===== src/rtl/apb_uart_fifo.sv =====
// APB3 slave UART with TX/RX FIFOs, a programmable baud divisor, parity and stop-bit
// configuration, sticky error flags and a maskable registered interrupt.
// Ports:
//   PCLK, PRESET            clock, synchronous active-high reset
//   PADDR/PSEL/PENABLE/
//   PWRITE/PWDATA           APB3 request; PADDR[4:2] selects the register
//   PRDATA/PREADY/PSLVERR   APB3 response (no wait states)
//   RX, TX                  serial input (asynchronous) and serial output
//   TXRDY, RXRDY, IRQ       TX FIFO not full, RX FIFO not empty, interrupt
module apb_uart_fifo #(
  parameter int unsigned DATA_BITS  = 8,
  parameter int unsigned TX_DEPTH   = 16,
  parameter int unsigned RX_DEPTH   = 16,
  parameter logic [15:0] BAUD_RESET = 16'd1
) (
  input  logic        PCLK,
  input  logic        PRESET,
  input  logic [4:0]  PADDR,
  input  logic        PSEL,
  input  logic        PENABLE,
  input  logic        PWRITE,
  input  logic [15:0] PWDATA,
  output logic [15:0] PRDATA,
  output logic        PREADY,
  output logic        PSLVERR,
  input  logic        RX,
  output logic        TX,
  output logic        TXRDY,
  output logic        RXRDY,
  output logic        IRQ
);
  localparam int unsigned TAW = $clog2(TX_DEPTH);
  localparam int unsigned RAW = $clog2(RX_DEPTH);
  localparam logic [2:0] LastBit = 3'(DATA_BITS - 1);

  typedef enum logic [2:0] {StIdle, StStart, StData, StParity, StStop} uart_st_e;

  // APB decode
  logic [2:0] reg_sel;
  logic access, bad_addr, wr_en, rd_en;
  assign reg_sel  = PADDR[4:2];
  assign access   = PSEL & PENABLE;
  assign bad_addr = (reg_sel >= 3'd5);
  assign wr_en    = access & PWRITE & ~bad_addr;
  assign rd_en    = access & ~PWRITE & ~bad_addr;
  assign PSLVERR  = access & bad_addr;
  assign PREADY   = 1'b1;

  logic [15:0] baud_q, baud_cnt_q;
  logic [4:0]  ctrl_q;
  logic [3:0]  flags_q, flags_d;  // {TXOVF, OVERFLOW, FRAMING_ERR, PARITY_ERR}
  logic        irq_q, tick;

  // Baud tick generator; a BAUD write restarts the count.
  assign tick = (baud_cnt_q >= baud_q);
  always_ff @(posedge PCLK) begin
    if (PRESET) begin
      baud_q     <= BAUD_RESET;
      baud_cnt_q <= '0;
      ctrl_q     <= '0;
    end else begin
      if (wr_en && reg_sel == 3'd2) baud_q <= PWDATA;
      if (wr_en && reg_sel == 3'd3) ctrl_q <= PWDATA[4:0];
      if ((wr_en && reg_sel == 3'd2) || tick) baud_cnt_q <= '0;
      else                                    baud_cnt_q <= baud_cnt_q + 16'd1;
    end
  end

  // TX FIFO
  logic [DATA_BITS-1:0] tx_mem [TX_DEPTH];
  logic [TAW:0] tx_wp_q, tx_rp_q;
  logic tx_empty, tx_full, tx_pop, tx_push, tx_push_req, txovf_set;
  uart_st_e tx_st_q, tx_st_d;
  assign tx_empty    = (tx_wp_q == tx_rp_q);
  assign tx_full     = (tx_wp_q[TAW] != tx_rp_q[TAW]) && (tx_wp_q[TAW-1:0] == tx_rp_q[TAW-1:0]);
  assign tx_pop      = (tx_st_q == StIdle) & tick & ~tx_empty;
  assign tx_push_req = wr_en && (reg_sel == 3'd0);
  // A pop in the same cycle frees the slot, so a push to a full FIFO is still taken.
  assign tx_push     = tx_push_req & (~tx_full | tx_pop);
  assign txovf_set   = tx_push_req & tx_full & ~tx_pop;

  always_ff @(posedge PCLK) begin
    if (tx_push) tx_mem[tx_wp_q[TAW-1:0]] <= PWDATA[DATA_BITS-1:0];
  end

  // TX shifter
  logic [4:0] tx_cnt_q, tx_cnt_d;
  logic [2:0] tx_bit_q, tx_bit_d;
  logic [DATA_BITS-1:0] tx_data_q, tx_data_d;
  always_comb begin
    tx_st_d   = tx_st_q;
    tx_cnt_d  = tx_cnt_q;
    tx_bit_d  = tx_bit_q;
    tx_data_d = tx_data_q;
    TX        = 1'b1;
    case (tx_st_q)
      StIdle: begin
        if (tx_pop) begin
          tx_st_d   = StStart;
          tx_cnt_d  = '0;
          tx_data_d = tx_mem[tx_rp_q[TAW-1:0]];
        end
      end
      StStart: begin
        TX = 1'b0;
        if (tick) begin
          tx_cnt_d = tx_cnt_q + 5'd1;
          if (tx_cnt_q == 5'd15) begin
            tx_st_d  = StData;
            tx_cnt_d = '0;
            tx_bit_d = '0;
          end
        end
      end
      StData: begin
        TX = tx_data_q[tx_bit_q];
        if (tick) begin
          tx_cnt_d = tx_cnt_q + 5'd1;
          if (tx_cnt_q == 5'd15) begin
            tx_cnt_d = '0;
            tx_bit_d = tx_bit_q + 3'd1;
            if (tx_bit_q == LastBit) tx_st_d = ctrl_q[0] ? StParity : StStop;
          end
        end
      end
      StParity: begin
        TX = (^tx_data_q) ^ ctrl_q[1];
        if (tick) begin
          tx_cnt_d = tx_cnt_q + 5'd1;
          if (tx_cnt_q == 5'd15) begin
            tx_st_d  = StStop;
            tx_cnt_d = '0;
          end
        end
      end
      StStop: begin
        if (tick) begin
          tx_cnt_d = tx_cnt_q + 5'd1;
          if (tx_cnt_q == (ctrl_q[2] ? 5'd31 : 5'd15)) begin
            tx_st_d  = StIdle;
            tx_cnt_d = '0;
          end
        end
      end
      default: tx_st_d = StIdle;
    endcase
  end

  // RX FIFO and receiver
  logic [DATA_BITS-1:0] rx_mem [RX_DEPTH];
  logic [RAW:0] rx_wp_q, rx_rp_q;
  logic rx_empty, rx_full, rx_pop, rx_push, rx_push_req, ovf_set, par_set, frm_set;
  logic rx_meta_q, rx_sync_q, rx_prev_q, rx_mid, rx_end;
  uart_st_e rx_st_q, rx_st_d;
  logic [3:0] rx_cnt_q, rx_cnt_d;
  logic [2:0] rx_bit_q, rx_bit_d;
  logic [DATA_BITS-1:0] rx_shift_q, rx_shift_d, rx_head;
  assign rx_empty = (rx_wp_q == rx_rp_q);
  assign rx_full  = (rx_wp_q[RAW] != rx_rp_q[RAW]) && (rx_wp_q[RAW-1:0] == rx_rp_q[RAW-1:0]);
  assign rx_head  = rx_mem[rx_rp_q[RAW-1:0]];
  assign rx_pop   = rd_en && (reg_sel == 3'd1) && !rx_empty;
  assign rx_push  = rx_push_req & (~rx_full | rx_pop);
  assign ovf_set  = rx_push_req & rx_full & ~rx_pop;
  assign rx_mid   = tick && (rx_cnt_q == 4'd8);
  assign rx_end   = tick && (rx_cnt_q == 4'd15);

  always_ff @(posedge PCLK) begin
    if (rx_push) rx_mem[rx_wp_q[RAW-1:0]] <= rx_shift_q;
  end

  always_comb begin
    rx_st_d     = rx_st_q;
    rx_cnt_d    = tick ? rx_cnt_q + 4'd1 : rx_cnt_q;
    rx_bit_d    = rx_bit_q;
    rx_shift_d  = rx_shift_q;
    rx_push_req = 1'b0;
    par_set     = 1'b0;
    frm_set     = 1'b0;
    case (rx_st_q)
      StIdle: begin
        rx_cnt_d = '0;
        if (rx_prev_q && !rx_sync_q) rx_st_d = StStart;
      end
      StStart: begin
        if (rx_mid && rx_sync_q) rx_st_d = StIdle;  // glitch, not a start bit
        else if (rx_end) begin
          rx_st_d  = StData;
          rx_bit_d = '0;
        end
      end
      StData: begin
        if (rx_mid) rx_shift_d[rx_bit_q] = rx_sync_q;
        if (rx_end) begin
          rx_bit_d = rx_bit_q + 3'd1;
          if (rx_bit_q == LastBit) rx_st_d = ctrl_q[0] ? StParity : StStop;
        end
      end
      StParity: begin
        if (rx_mid) par_set = (rx_sync_q != ((^rx_shift_q) ^ ctrl_q[1]));
        if (rx_end) rx_st_d = StStop;
      end
      StStop: begin
        if (rx_mid) begin
          rx_push_req = 1'b1;
          frm_set     = ~rx_sync_q;
          rx_st_d     = StIdle;
        end
      end
      default: rx_st_d = StIdle;
    endcase
  end

  // Sticky flags: a set event in the same cycle as a W1C wins.
  always_comb begin
    flags_d = flags_q;
    if (wr_en && reg_sel == 3'd4) flags_d = flags_q & ~PWDATA[7:4];
    flags_d = flags_d | {txovf_set, ovf_set, frm_set, par_set};
  end

  always_ff @(posedge PCLK) begin
    if (PRESET) begin
      tx_wp_q    <= '0;
      tx_rp_q    <= '0;
      rx_wp_q    <= '0;
      rx_rp_q    <= '0;
      tx_st_q    <= StIdle;
      tx_cnt_q   <= '0;
      tx_bit_q   <= '0;
      tx_data_q  <= '0;
      rx_st_q    <= StIdle;
      rx_cnt_q   <= '0;
      rx_bit_q   <= '0;
      rx_shift_q <= '0;
      rx_meta_q  <= 1'b1;
      rx_sync_q  <= 1'b1;
      rx_prev_q  <= 1'b1;
      flags_q    <= '0;
      irq_q      <= 1'b0;
    end else begin
      if (tx_push) tx_wp_q <= tx_wp_q + 1'b1;
      if (tx_pop)  tx_rp_q <= tx_rp_q + 1'b1;
      if (rx_push) rx_wp_q <= rx_wp_q + 1'b1;
      if (rx_pop)  rx_rp_q <= rx_rp_q + 1'b1;
      tx_st_q    <= tx_st_d;
      tx_cnt_q   <= tx_cnt_d;
      tx_bit_q   <= tx_bit_d;
      tx_data_q  <= tx_data_d;
      rx_st_q    <= rx_st_d;
      rx_cnt_q   <= rx_cnt_d;
      rx_bit_q   <= rx_bit_d;
      rx_shift_q <= rx_shift_d;
      rx_meta_q  <= RX;
      rx_sync_q  <= rx_meta_q;
      rx_prev_q  <= rx_sync_q;
      flags_q    <= flags_d;
      irq_q      <= (ctrl_q[3] & tx_empty) |
                    (ctrl_q[4] & (~rx_empty | flags_q[0] | flags_q[1] | flags_q[2]));
    end
  end

  always_comb begin
    PRDATA = '0;
    if (rd_en) begin
      case (reg_sel)
        3'd1:    PRDATA = rx_empty ? 16'd0 : {{(16 - DATA_BITS){1'b0}}, rx_head};
        3'd2:    PRDATA = baud_q;
        3'd3:    PRDATA = {11'd0, ctrl_q};
        3'd4:    PRDATA = {8'd0, flags_q, rx_full, ~rx_empty, tx_full, tx_empty};
        default: PRDATA = '0;
      endcase
    end
  end

  assign TXRDY = ~tx_full;
  assign RXRDY = ~rx_empty;
  assign IRQ   = irq_q;
endmodule


===== config.mk =====
export PLATFORM = sky130hd
export DESIGN_NAME = apb_uart_fifo
export DESIGN_NICKNAME = d
export VERILOG_FILES = /design/src/rtl/apb_uart_fifo.sv
export SDC_FILE = /design/constraint.sdc
export NUM_CORES = 1
export LEC_CHECK = 0
export CELL_PAD_IN_SITES_DETAIL_PLACEMENT = 1
export CELL_PAD_IN_SITES_GLOBAL_PLACEMENT = 1
export CORE_ASPECT_RATIO = 1.75
export CORE_UTILIZATION = 40
export CTS_CLUSTER_DIAMETER = 50
export DETAILED_ROUTE_END_ITERATION = 8
export PLACE_DENSITY_LB_ADDON = 0.1
export RECOVER_POWER = 100
export REMOVE_ABC_BUFFERS = 1
export SLEW_MARGIN = 20
export SYNTH_ARGS = -nofsm -noshare
export SYNTH_HDL_FRONTEND = slang
export SYNTH_SLANG_ARGS = --single-unit

===== constraint.sdc =====
create_clock -name PCLK -period 3.5 [get_ports PCLK]
set_clock_uncertainty 0.05 [all_clocks]
set_input_delay 0.35 -clock PCLK [delete_from_list [all_inputs] [get_ports PCLK]]
set_output_delay 0.35 -clock PCLK [all_outputs]
set_load 0.1 [all_outputs]

* Word level (Yosys, flattened, before mapping) *
Memory sizes are Yosys's and may differ from the RTL's. A register that Yosys moved wholly into a read port is not among the register bits.
Cells that the tools add are included.

cells by class
  reductions and logical operators = 34
  multiplexer cells = 58
  order comparisons = 5
  $add $sub $neg = 9
  bitwise logic cells = 36
  equal/unequal tests = 44

operator list
  cell                                                             count
  3-bit two-way mux                                                25
  16-bit one-hot mux with 4 select lines                           1
  2-bit != test, second input constant                             17
  5-bit two-way mux                                                6
  3-bit one-hot mux with 5 select lines                            2
  5-bit by 1-bit adder with 5-bit output, second input constant    5
  3-bit by 2-bit == test with 1-bit output, second input constant  6
  16-bit by 1-bit adder with 16-bit output, second input constant  1
  1-bit AND                                                        16
  16-bit >= comparator                                             1
  16-bit two-way mux                                               1
  8-bit XOR reduction                                              2
  3-bit == test, second input constant                             5
  5-bit == test                                                    3
  5-bit one-hot mux with 3 select lines                            1
  1-bit logical AND                                                13
  1-bit two-way mux                                                12
  4-bit two-way mux                                                3
  3-bit one-hot mux with 2 select lines                            2
  10-bit AND reduction                                             1
  3-bit by 1-bit == test with 1-bit output, second input constant  3
  3-bit logical NOT                                                3
  1-bit inverter                                                   9
  8-bit bitwise mux                                                1
  30 further kinds                                                 47

storage, ports and cells
  memories kept = 2
  memory bits (writable) = 256
  word-level logic and storage cells = 207
  output and inout port bits = 22
  input bits = 27
  bits in registers = 94

memory list
  name    depth  bits a word  rd ports  clocked after Yosys merged registers in  write ports  line  text
  rx_mem  16     8            1         1                                        1            150   logic [DATA_BITS-1:0] rx_mem [RX_DEPTH];
  tx_mem  16     8            1         1                                        1            70    logic [DATA_BITS-1:0] tx_mem [TX_DEPTH];

* Longest topological paths before layout *
  depth in word-level cells = 9
  gate-level depth with buffers = 10
  mapped depth without buffers = 9

* Least setup slack after synthesis *
Ideal clock, no wire load.

  path type = register -> output
  from = reg tx_rp_q[1]
  to = out PRDATA[1]
  path buffers = 2
  arrival time = 3,152 ps
  cell stages (with the launch flop) = 9
  path slack = -52 ps
  data required time = 3,100 ps
  cell sequence = dfxtp_1 clkbuf_1 xor2_1 nor4_1 and2_1 clkbuf_1 a22oi_1 a2bb2oi_1 a21oi_1

between the ends
  word-level cells in the longest chain between the ends = 4

RTL lines
  element                                 line  text
  from (decl)                             71    logic [TAW:0] tx_wp_q, tx_rp_q;
  from (signal assigned)                  241   if (tx_pop) tx_rp_q <= tx_rp_q + 1'b1;
  4-bit == test                           75    assign tx_full = (tx_wp_q[TAW] != tx_rp_q[TAW]) && (tx_wp_q[TAW-1:0] == tx_rp_q[TAW-1:0]);
  1-bit logical AND                       75
  16-bit one-hot mux with 4 select lines  264   case (reg_sel)
  16-bit two-way mux                      263   if (rd_en) begin
  to (decl)                               23    output logic [15:0] PRDATA,

No other way between the ends.

* Worst setup path in the final report *
  from = reg tx_wp_q[3]
  to = out PRDATA[1]

between the ends
  word-level cells in the longest chain between the ends = 4

RTL lines
  element                                 line  text
  from (decl)                             71
  from (signal assigned)                  240   if (tx_push) tx_wp_q <= tx_wp_q + 1'b1;
  4-bit == test                           75
  1-bit logical AND                       75
  16-bit one-hot mux with 4 select lines  264
  16-bit two-way mux                      263

No other way between the ends.

==> flow_summary_export.csv <==
group,metric,value,unit
clocking,h-tree-depth,2,
critical_path,slowest_delay,0.60,ns
logic_synthesis,synthTopCellsByArea,"edfxtp_1 (49%), dfxtp_1 (13%), mux4_2 (11%)",
sta,tightest_slew,2.43,ns
global_routing,grt_overflow,0,
pwr,pwr_density_cell,517,nW/µm²
logic_synthesis,yosysTopAreaCellShare,48.6,%
clocking,cts_setup_buffers,0,
critical_path,critPathBufInv,2,
sta,period_share,96.0,%
logic_synthesis,synth-main-ff-cell,"edfxtp_1",
finish,area_delta_synth_final,17.1,%
logic_synthesis,yosysSeqAreaShare,62.0,%
critical_path,path_max_fanout,11,
clocking,numCtsBuffers,38,
status,status,"complete, but fails checks",
pwr,power.total,9.57,mW
logic_synthesis,synth-seq-cells,362,
route,totalWireLength,41000,µm
global_routing,grt_pass1_vias,10400,
logic_synthesis,synth_edf_count,256,
pwr,vdd.ir_drop.worst,0.000411,V
logic_synthesis,netlist_instances,1142,
critical_path,path_delay_family,"flip-flops",
floorplanning,die_h,265,µm
critical_path,cp-start-kind,"flip-flop",
placed_design,place_hpwl,29700,µm
finish,nFillCells,3917,
finish,seq_area,9810,µm²
sta,period_minus_slack,3.36,ns
hold_path,worstHoldPathType,"in -> reg",
route,dr.first_iter.drc_count,416,
floorplanning,io-pin-count,49,
critical_path,path_cells,"xor2_1 > nor4_1 > buf_4 > and2_1 > a22oi_1 > a2bb2oi_1 > a21oi_1 > clkbuf_4",
placed_design,placed_area,17500,µm²
clocking,clockBufferDepth,3,
clocking,clock-sinks,362,
global_routing,antenna_found_initial,0,
clocking,clockRootBuffer,"clkbuf_16",
sta,setup_viol,0,
critical_path,cp_data_required_time,3.10,ns
placed_design,gp_congestion,0.806,
finish,n_antenna_cell,0,
sta,tns,0,ns
logic_synthesis,synth_cell_type_count,74,
finish,fin_nets,1300,
clocking,clk_pin_slew,0.06,ns
critical_path,critPathSlowestCell,"dfxtp_1",
route,wl_per_cell,23.3,µm
floorplanning,start_util,40.4,%
sta,finalHoldViolCount,0,
sta,maxSlewViolCount,47,
logic_synthesis,yosysWarnings,0,
floorplanning,die_x,152,µm
route,num_vias,9567,
critical_path,crit_path_end_kind,"primary output",
logic_synthesis,syn_area,15800,µm²
run,max_cap_viol_count,1,
floorplanning,dieArea,40400,µm²
critical_path,crit_arrival,2.96,ns
placed_design,port_buffers,45,
finish,multi_input_area,5630,µm²
global_routing,grt_max_degree,47,
clocking,cts_tree,"built",
route,drc,5,
route,avgViaCountPerCell,5.45,
floorplanning,core,39200,µm²
finish,post-route-cell-area,18500,µm²
logic_synthesis,yosys.area.top_type,"edfxtp_1",
sta,rsz0062_at_grt,"no",
finish,drive_gt1_share,19.2,%
sta,max_freq,298,MHz
status,failed_checks,"DRC, capacitance limit, slew limit",
logic_synthesis,async_reset_ff_share,0,%
floorplanning,row_count,96,
pwr,power_leakage,6.16,nW
clocking,clkLatencyLatePin,0.53,ns
global_routing,grt_use_total,20.7,%
logic_synthesis,avgSynthCellArea,13.9,µm²
critical_path,path_class,"reg -> out",
route,firstDrtPassIters,7,
sta,relSlewSlack,-62.2,%
clocking,holdBufCountCts,0,
route,ant_nets,0,
global_routing,grt_first_pass_wirelength,62000,µm
[final cells by class]
type,count,share of cell area (%)
Multi-Input combinational cell,680,30.4
Timing Repair Buffer,116,5.39
Clock inverter,18,1.27
Inverter,39,0.790
Sequential cell,362,53.0
Clock buffer,52,5.93
Tap cell,490,3.31
[cell usage after synthesis (7+ instances only)]
| master | n |
|---|---|
| o211ai_1 | 7 |
| clkbuf_1 | 48 |
| a22oi_1 | 10 |
| and2_1 | 16 |
| a21oi_1 | 62 |
| edfxtp_1 | 256 |
| or3_1 | 7 |
| nand3_1 | 17 |
| mux4_2 | 74 |
| o21ai_0 | 13 |
| inv_1 | 38 |
| nor3_1 | 15 |
| nand4_1 | 15 |
| xor2_1 | 20 |
| and3_1 | 17 |
| nand2b_1 | 12 |
| ha_1 | 36 |
| mux2i_1 | 33 |
| nand2_1 | 78 |
| nor2_1 | 99 |
| mux2_2 | 9 |
| nor2b_1 | 13 |
| or2_2 | 7 |
| dfxtp_1 | 106 |
| a211oi_1 | 14 |
| xnor2_1 | 32 |
[state kept, by name, summed over array words and instances, names as in the netlist, named ones only]
name and count:
IRQ 1, baud_cnt_q 16, baud_q 16, ctrl_q 5
flags_q 4, rx_bit_q 3, rx_cnt_q 4, rx_mem 128
rx_meta_q 1, rx_prev_q 1, rx_rp_q 5, rx_shift_q 8
rx_st_q 3, rx_sync_q 1, rx_wp_q 5, tx_bit_q 3
tx_cnt_q 5, tx_data_q 8, tx_mem 128, tx_rp_q 5
tx_st_q 3, tx_wp_q 5
[per-stage QoR]
step	instances	hold WS (ns)	setup slack (ns)	utilization (%)
2_1_floorplan	1081	0.339	-1.04	-
3_3_place_gp	1687	0.345	0.244	44.6
3_5_place_dp	1687	0.351	0.207	44.6
4_1_cts	1757	0.252	0.0773	48.0
5_1_grt	1757	0.320	0.00747	47.3
6_report	1757	0.327	0.141	47.3
[what timing repair did]
action	CTS	global route
gates resized for setup	1	0
endpoints found under the setup margin	3	0
endpoints found under the hold margin	0	0
[metal layers]
| layer | vias up | global-route usage [%] | wire length, µm |
|---|---|---|---|
| li1 | 4509 | - | - |
| met1 | 4822 | 21.0 | 14500 |
| met2 | 171 | 41.5 | 23500 |
| met3 | 65 | 2.59 | 1360 |
| met4 | 0 | 9.46 | 1710 |
| met5 | - | 0 | 0 |
[where the power goes]
part	leakage, nW	internal (mW)	total (mW)	switching [mW]
logic	2.29	0.242	0.667	0.424
registers	3.23	4.58	4.61	0.0345
clock network	0.644	2.59	4.29	1.70
[worst paths after layout]
check                              startpoint            end  slack (ns)  depth (start not counted)
worst max-delay path               tx_wp_q[3]      PRDATA[1]        0.14                          8
worst min-delay path                       RX      rx_meta_q        0.33                          2
worst max register to register  baud_cnt_q[0]  tx_mem[11][3]        0.22                         10
worst min register to register      rx_meta_q      rx_sync_q        0.36                          1
[placed cells by master, fill, tap and decap left out, drive strengths merged, types with 17 or more instances in the layout]
cell type	instances
ha	36
mux4	74
dfxtp	106
buf	47
a21oi	62
mux2i	33
nand3	17
nand2	78
inv	41
xnor2	32
edfxtp	256
nor2	99
clkbuf	97
xor2	20
and3	17
[logic make-up (layout without fill, tap and decap cells)]
family,Yosys count,after routing,share of synthesized area [%]
buf+inv,100,225,2.44
simple gates,319,319,9.81
fa+ha+maj,36,36,2.85
xor+xnor,52,52,2.88
compound gates,156,156,6.75
other cells,1,1,0.0237
flops,362,362,62.0
mux,116,116,13.3
Power figures use the tool's default switching activity.
